**config.mk**
```make
export PLATFORM = sky130hd
export DESIGN_NAME = riscv_core_wb_arb
export DESIGN_NICKNAME = d
export VERILOG_FILES = /design/src/rtl/riscv_core_wb_arb.sv
export SDC_FILE = /design/constraint.sdc
export NUM_CORES = 1
export LEC_CHECK = 0
export ABC_AREA = 1
export BUFFER_PORTS_ARGS = -buffer_cell sky130_fd_sc_hd__buf_2
export CORE_MARGIN = 2
export CORE_UTILIZATION = 50
export DETAILED_ROUTE_END_ITERATION = 10
export PLACE_DENSITY = 0.8
export SLEW_MARGIN = 25
export SYNTH_ARGS = -nofsm -noshare
export SYNTH_HDL_FRONTEND = slang
export SYNTH_SLANG_ARGS = --single-unit
```
**constraint.sdc**
```tcl
create_clock -name i_wb_clk -period 5.84 [get_ports i_wb_clk]
set_input_delay 0.292 -clock i_wb_clk [delete_from_list [all_inputs] [get_ports i_wb_clk]]
set_output_delay 0.292 -clock i_wb_clk [all_outputs]
set_load 0.05 [all_outputs]
```
**src/rtl/riscv_core_wb_arb.sv**
```systemverilog
// Register-file write-port arbiter: merges in-order pipeline writeback with buffered
// out-of-order MDU results, tracks pending MDU destinations and forces a drain stall on starvation.
module riscv_core_wb_arb #(
   parameter int XLEN       = 64,
   parameter int DEPTH      = 4,
   parameter int STARVE_MAX = 8
) (
   input  logic                     i_wb_clk,
   input  logic                     i_wb_rst_n,
   input  logic                     i_wb_pipe_we,
   input  logic [4:0]               i_wb_pipe_rd,
   input  logic [XLEN-1:0]          i_wb_pipe_data,
   output logic                     o_wb_pipe_stall,
   input  logic                     i_wb_mdu_valid,
   output logic                     o_wb_mdu_ready,
   input  logic [4:0]               i_wb_mdu_rd,
   input  logic [XLEN-1:0]          i_wb_mdu_data,
   input  logic                     i_wb_issue_valid,
   input  logic [4:0]               i_wb_issue_rd,
   output logic [31:0]              o_wb_busy,
   output logic [$clog2(DEPTH):0]   o_wb_fifo_cnt,
   output logic                     o_wb_rf_we3,
   output logic [4:0]               o_wb_rf_a3,
   output logic [XLEN-1:0]          o_wb_rf_wd3
);

   localparam int PW = $clog2(DEPTH);
   localparam int CW = PW + 1;
   localparam int SW = $clog2(STARVE_MAX + 1);

   logic [4:0]      fifo_rd   [DEPTH];
   logic [XLEN-1:0] fifo_data [DEPTH];
   logic [PW-1:0]   wr_ptr;
   logic [PW-1:0]   rd_ptr;
   logic [CW-1:0]   cnt;
   logic [SW-1:0]   starve_cnt;
   logic            stall_q;
   logic            mdu_wr_q;
   logic [31:0]     busy;
   logic [31:0]     busy_nxt;

   logic            push;
   logic            pop;
   logic            fifo_nempty;
   logic            pipe_sel;
   logic            blocked;
   logic            starve_hit;
   logic [4:0]      head_rd;
   logic [XLEN-1:0] head_data;

   assign fifo_nempty = (cnt != '0);
   assign o_wb_mdu_ready = (cnt < CW'(DEPTH));
   assign push = i_wb_mdu_valid && o_wb_mdu_ready;
   assign pipe_sel = i_wb_pipe_we && (i_wb_pipe_rd != 5'd0);
   // A forced stall always drains the head; otherwise the pipeline owns the port.
   assign pop = fifo_nempty && (stall_q || !pipe_sel);
   assign blocked = fifo_nempty && !pop;
   assign starve_hit = blocked && (starve_cnt == SW'(STARVE_MAX - 1));
   assign head_rd = fifo_rd[rd_ptr];
   assign head_data = fifo_data[rd_ptr];

   assign o_wb_pipe_stall = stall_q;
   assign o_wb_fifo_cnt = cnt;
   assign o_wb_busy = busy;

   // Entry storage needs no reset: occupancy and pointers define what is valid.
   always_ff @(posedge i_wb_clk) begin
      if (push) begin
         fifo_rd[wr_ptr]   <= i_wb_mdu_rd;
         fifo_data[wr_ptr] <= i_wb_mdu_data;
      end
   end

   always_ff @(posedge i_wb_clk or negedge i_wb_rst_n) begin
      if (!i_wb_rst_n) begin
         wr_ptr <= '0;
         rd_ptr <= '0;
         cnt    <= '0;
      end else begin
         if (push) wr_ptr <= wr_ptr + PW'(1);
         if (pop)  rd_ptr <= rd_ptr + PW'(1);
         if (push && !pop)      cnt <= cnt + CW'(1);
         else if (pop && !push) cnt <= cnt - CW'(1);
      end
   end

   always_ff @(posedge i_wb_clk or negedge i_wb_rst_n) begin
      if (!i_wb_rst_n) begin
         starve_cnt <= '0;
         stall_q    <= 1'b0;
      end else begin
         stall_q <= starve_hit;
         if (pop || starve_hit) starve_cnt <= '0;
         else if (blocked)      starve_cnt <= starve_cnt + SW'(1);
      end
   end

   always_ff @(posedge i_wb_clk or negedge i_wb_rst_n) begin
      if (!i_wb_rst_n) begin
         o_wb_rf_we3 <= 1'b0;
         o_wb_rf_a3  <= '0;
         o_wb_rf_wd3 <= '0;
         mdu_wr_q    <= 1'b0;
      end else begin
         mdu_wr_q <= pop && (head_rd != 5'd0);
         if (pop) begin
            o_wb_rf_we3 <= (head_rd != 5'd0);
            if (head_rd != 5'd0) begin
               o_wb_rf_a3  <= head_rd;
               o_wb_rf_wd3 <= head_data;
            end
         end else if (pipe_sel) begin
            o_wb_rf_we3 <= 1'b1;
            o_wb_rf_a3  <= i_wb_pipe_rd;
            o_wb_rf_wd3 <= i_wb_pipe_data;
         end else begin
            o_wb_rf_we3 <= 1'b0;
         end
      end
   end

   // Pending bit drops the cycle after its MDU result is visible on the write port.
   always_comb begin
      busy_nxt = busy;
      if (mdu_wr_q) busy_nxt[o_wb_rf_a3] = 1'b0;
      if (i_wb_issue_valid && (i_wb_issue_rd != 5'd0)) busy_nxt[i_wb_issue_rd] = 1'b1;
      busy_nxt[0] = 1'b0;
   end

   always_ff @(posedge i_wb_clk or negedge i_wb_rst_n) begin
      if (!i_wb_rst_n) busy <= '0;
      else             busy <= busy_nxt;
   end

`ifndef SYNTHESIS
   issue_to_free_rd: assert property (@(posedge i_wb_clk) disable iff (!i_wb_rst_n)
      (i_wb_issue_valid && (i_wb_issue_rd != 5'd0)) |->
         (!busy[i_wb_issue_rd] || (mdu_wr_q && (o_wb_rf_a3 == i_wb_issue_rd))));

   stall_needs_entry: assert property (@(posedge i_wb_clk) disable iff (!i_wb_rst_n)
      stall_q |-> fifo_nempty);
`endif

endmodule

```
==> results.ini <==
[detailed_routing]
drt-initial-drc-count=896
wl_per_cell_um=17.60
postRouteAntennaNets=0
first_pass_iters=6
drc=0
wirelength_mm=38.81
via_per_inst=5.434
vias=11980

[sta]
worstMarginPinSlew_ps=992.9
whs_ps=67.48
clock_skew_ps=14.76
drv_slew=0
finalHoldViolCount=0
slew_headroom_pct=33.81
rsz0062_at_grt=no
period_share_pct=65.52
setup_tns_ps=0
fmax_mhz=261.3
finalSetupViolCount=0
period_minus_slack_ps=3826

[clock_tree]
path_clk_slew_ps=60
clk-insertion-delay-late_ps=530
root_buffer=clkbuf_16
cts_tree=yes
cts_made_buffers=40
cts_sinks=390
htreeDepth=2
clk_path_buf_depth=3

[worst_setup_path]
critPathKind=reg2reg
rr_worst_depth=9
arrival_ps=4220
regToRegEndpoint=o_wb_rf_wd3[47]
start_kind=register
cp.required_ps=6230
reg2reg_slack_ps=2010
max_stage_delay_ps=1070
path_max_fanout=71
crit_family=simple AND/OR/NAND/NOR gates
path_buf_inv=1
slowest_stage=dfrtp_4
path_common_cell=nand2_1
end_kind=register
worstPathCellList=inv_2 > o21ai_0 > o21ai_1 > nor2_1 > nand2_1 > nand2_4 > nand2_4 > nand2_1 > nand2_1
reg2reg_from=rd_ptr[1]

[grt]
antenna_found_initial=5
grt_pass1_vias=11760
grt_start_max_net_pins=105
overflow=0
track_usage_pct=23.67
grt_first_pass_wirelength_mm=61.93

[job]
drv_cap=0

[die]
die_h_um=182.0
initial_utilization_pct=50.47
rows=65
die_area_um2=33130
core-area_um2=31390
ios=255
fp.dieW_um=182.0

[placement]
dp_cells=2055
portBuffers=253
hpwl_mm=22.83
placed_area_um2=17430
gp_congestion=0.9190

[final_layout]
layoutNonFillerInstCount=2205
drive_above_1_share_pct=18.91
fill_cells=2437
areaGrowthSynthToFinish_pct=23.34
finalNetCount=1921
final_util_pct=62.26
design_area_um2=19540

[logic_synthesis]
synth_fp_nets=1626
avgSynthCellArea_um2=10.77
yosys_warnings=0
yosys-top-cells-count=nand2_1 (569), edfxtp_1 (276), nand3_1 (231), o21ai_0 (133), dfrtp_1 (114)
yosysSeqAreaShare_pct=70.31
netlist.top_cell.by_area=edfxtp_1
syn-instance-count=1471
syn_area_um2=15850
synthArstFlopShare_pct=29.23
ys_ff_latch=390
synth_edf_count=276
synth_flop_cell=edfxtp_1
yosys-top-cells-area=edfxtp_1 (52%), dfrtp_1 (18%), nand2_1 (13%)
synth_top_area_share_pct=52.31
yosysMostFrequentCell=nand2_1
synthDistinctLibCells=23

[power_and_ir_drop]
switching_share_pct=41.97
pwr-share-clk_pct=24.5
powerDensity_nw_per_um2=551.3
power.leakage_nw=8.313
netSwitchingPower_mw=4.522
ir_worst_vdd_mv=0.3207
p_int_mw=6.252
combPwrFrac_pct=37.2
seqPwrFrac_pct=38.3

[hold_path]
min_path_cells=5
whs_endpoint=o_wb_rf_wd3[30]
min_from=i_wb_pipe_data[30]
hp-class=in2reg

[run_status]
status=complete, no violations

## sequential cells by signal, indices dropped and copies added (netlist names)
signal / count
mdu_wr_q: 1
fifo_data: 256
o_wb_rf_wd3: 64
o_wb_fifo_cnt: 3
o_wb_rf_we3: 1
o_wb_pipe_stall: 1
fifo_rd: 20
o_wb_rf_a3: 5
starve_cnt: 4
wr_ptr: 2
rd_ptr: 2
o_wb_busy: 31
## logic make-up (layout without fill, tap and decap cells)
family,Yosys count,count (layout),share of synthesized area [%]
simple gates,824,824,21.45
fa+ha+maj,7,7,0.6001
buf+inv,108,435,2.977
mux,1,1,0.07106
xor+xnor,6,6,0.3316
compound gates,134,134,4.232
flops,390,390,70.31
other cells,1,6,0.02367
## cells in the final DEF, fill, tap and decap left out, types with 2 or more instances in the layout
cell and instances:
o21ai_0 133, ha_1 6, clkbuf_1 10, dlygate4sd3_1 70, xor2_1 5, clkbuf_16 41, diode_2 5, bufinv_16 6
nand3_1 231, clkbuf_8 4, dfrtp_4 2, buf_2 252, buf_4 8, dfrtp_1 112, inv_1 24, nand2_4 3
nand2_1 569, buf_16 2, nor2_1 14, inv_6 2, nor2_4 4, clkinv_2 7, edfxtp_1 276, buf_6 2
clkinv_1 2
## cell type report
class / count / area, µm² / share of cell area [%]
Tap cell: 402 / 503.0 / 2.574
Multi-Input combinational cell: 973 / 4285 / 21.93
Sequential cell: 390 / 11150 / 57.04
Inverter: 26 / 100.1 / 0.5122
Antenna cell: 5 / 12.51 / 0.06402
Clock buffer: 55 / 1119 / 5.723
Timing Repair Buffer: 335 / 2120 / 10.85
Clock inverter: 19 / 256.5 / 1.312
## per-layer routing
| metal | wire (µm) | share of wire (%) | track usage (%) |
|---|---|---|---|
| met1 | 16150 | 42 | 31.63 |
| met2 | 18320 | 47 | 39.01 |
| met3 | 3225 | 8.3 | 4.894 |
| met4 | 1121 | 2.9 | 7.968 |
| met5 | 0 | 0 | 0 |
## metrics by stage
stage	setup WS [ps]	power, mW
after floorplan	1171	7.015
after global placement	2074	8.007
after detailed placement	2019	8.123
after CTS	1984	10.82
after global routing	1646	11.40
final	2014	10.77
## power groups by stage
stage               clock network, mW  logic [mW]  registers (mW)
finish                           2.64        4.01            4.12
global route                     2.81        4.40            4.19
CTS                              2.68        4.02            4.11
detailed placement                  0        3.96            4.16
global placement                    0        3.86            4.15
floorplan                           0        1.84            5.18
## worst max path at each step
stage / from / end / slack, ps / depth (start not counted)
2_1_floorplan: o_wb_fifo_cnt[2] / fifo_data[0][0] / 1170 / 3
3_5_place_dp: rd_ptr[1] / o_wb_rf_wd3[20] / 2020 / 9
3_3_place_gp: rd_ptr[1] / o_wb_rf_wd3[25] / 2070 / 9
4_1_cts: rd_ptr[1] / o_wb_rf_wd3[47] / 1980 / 9
5_1_grt: rd_ptr[0] / o_wb_rf_wd3[36] / 1650 / 11
6_report: rd_ptr[1] / o_wb_rf_wd3[47] / 2010 / 9
## worst register-to-register path, stage by stage, from the launching register on
cell,delay (ps)
dfrtp_4,1070
inv_2,440
o21ai_0,190
o21ai_1,100
nor2_1,110
nand2_1,90
nand2_4,650
nand2_4,720
nand2_1,260
nand2_1,90
## repair_timing
| item | CTS | global route |
|---|---|---|
| hold endpoints to repair | 333 | 0 |
| buffers inserted | 0 | 0 |
| hold buffers | 70 | 0 |
| endpoints found under the setup margin | 0 | 0 |
| resized for setup | 0 | 0 |
(Power assumes the default switching activity.)
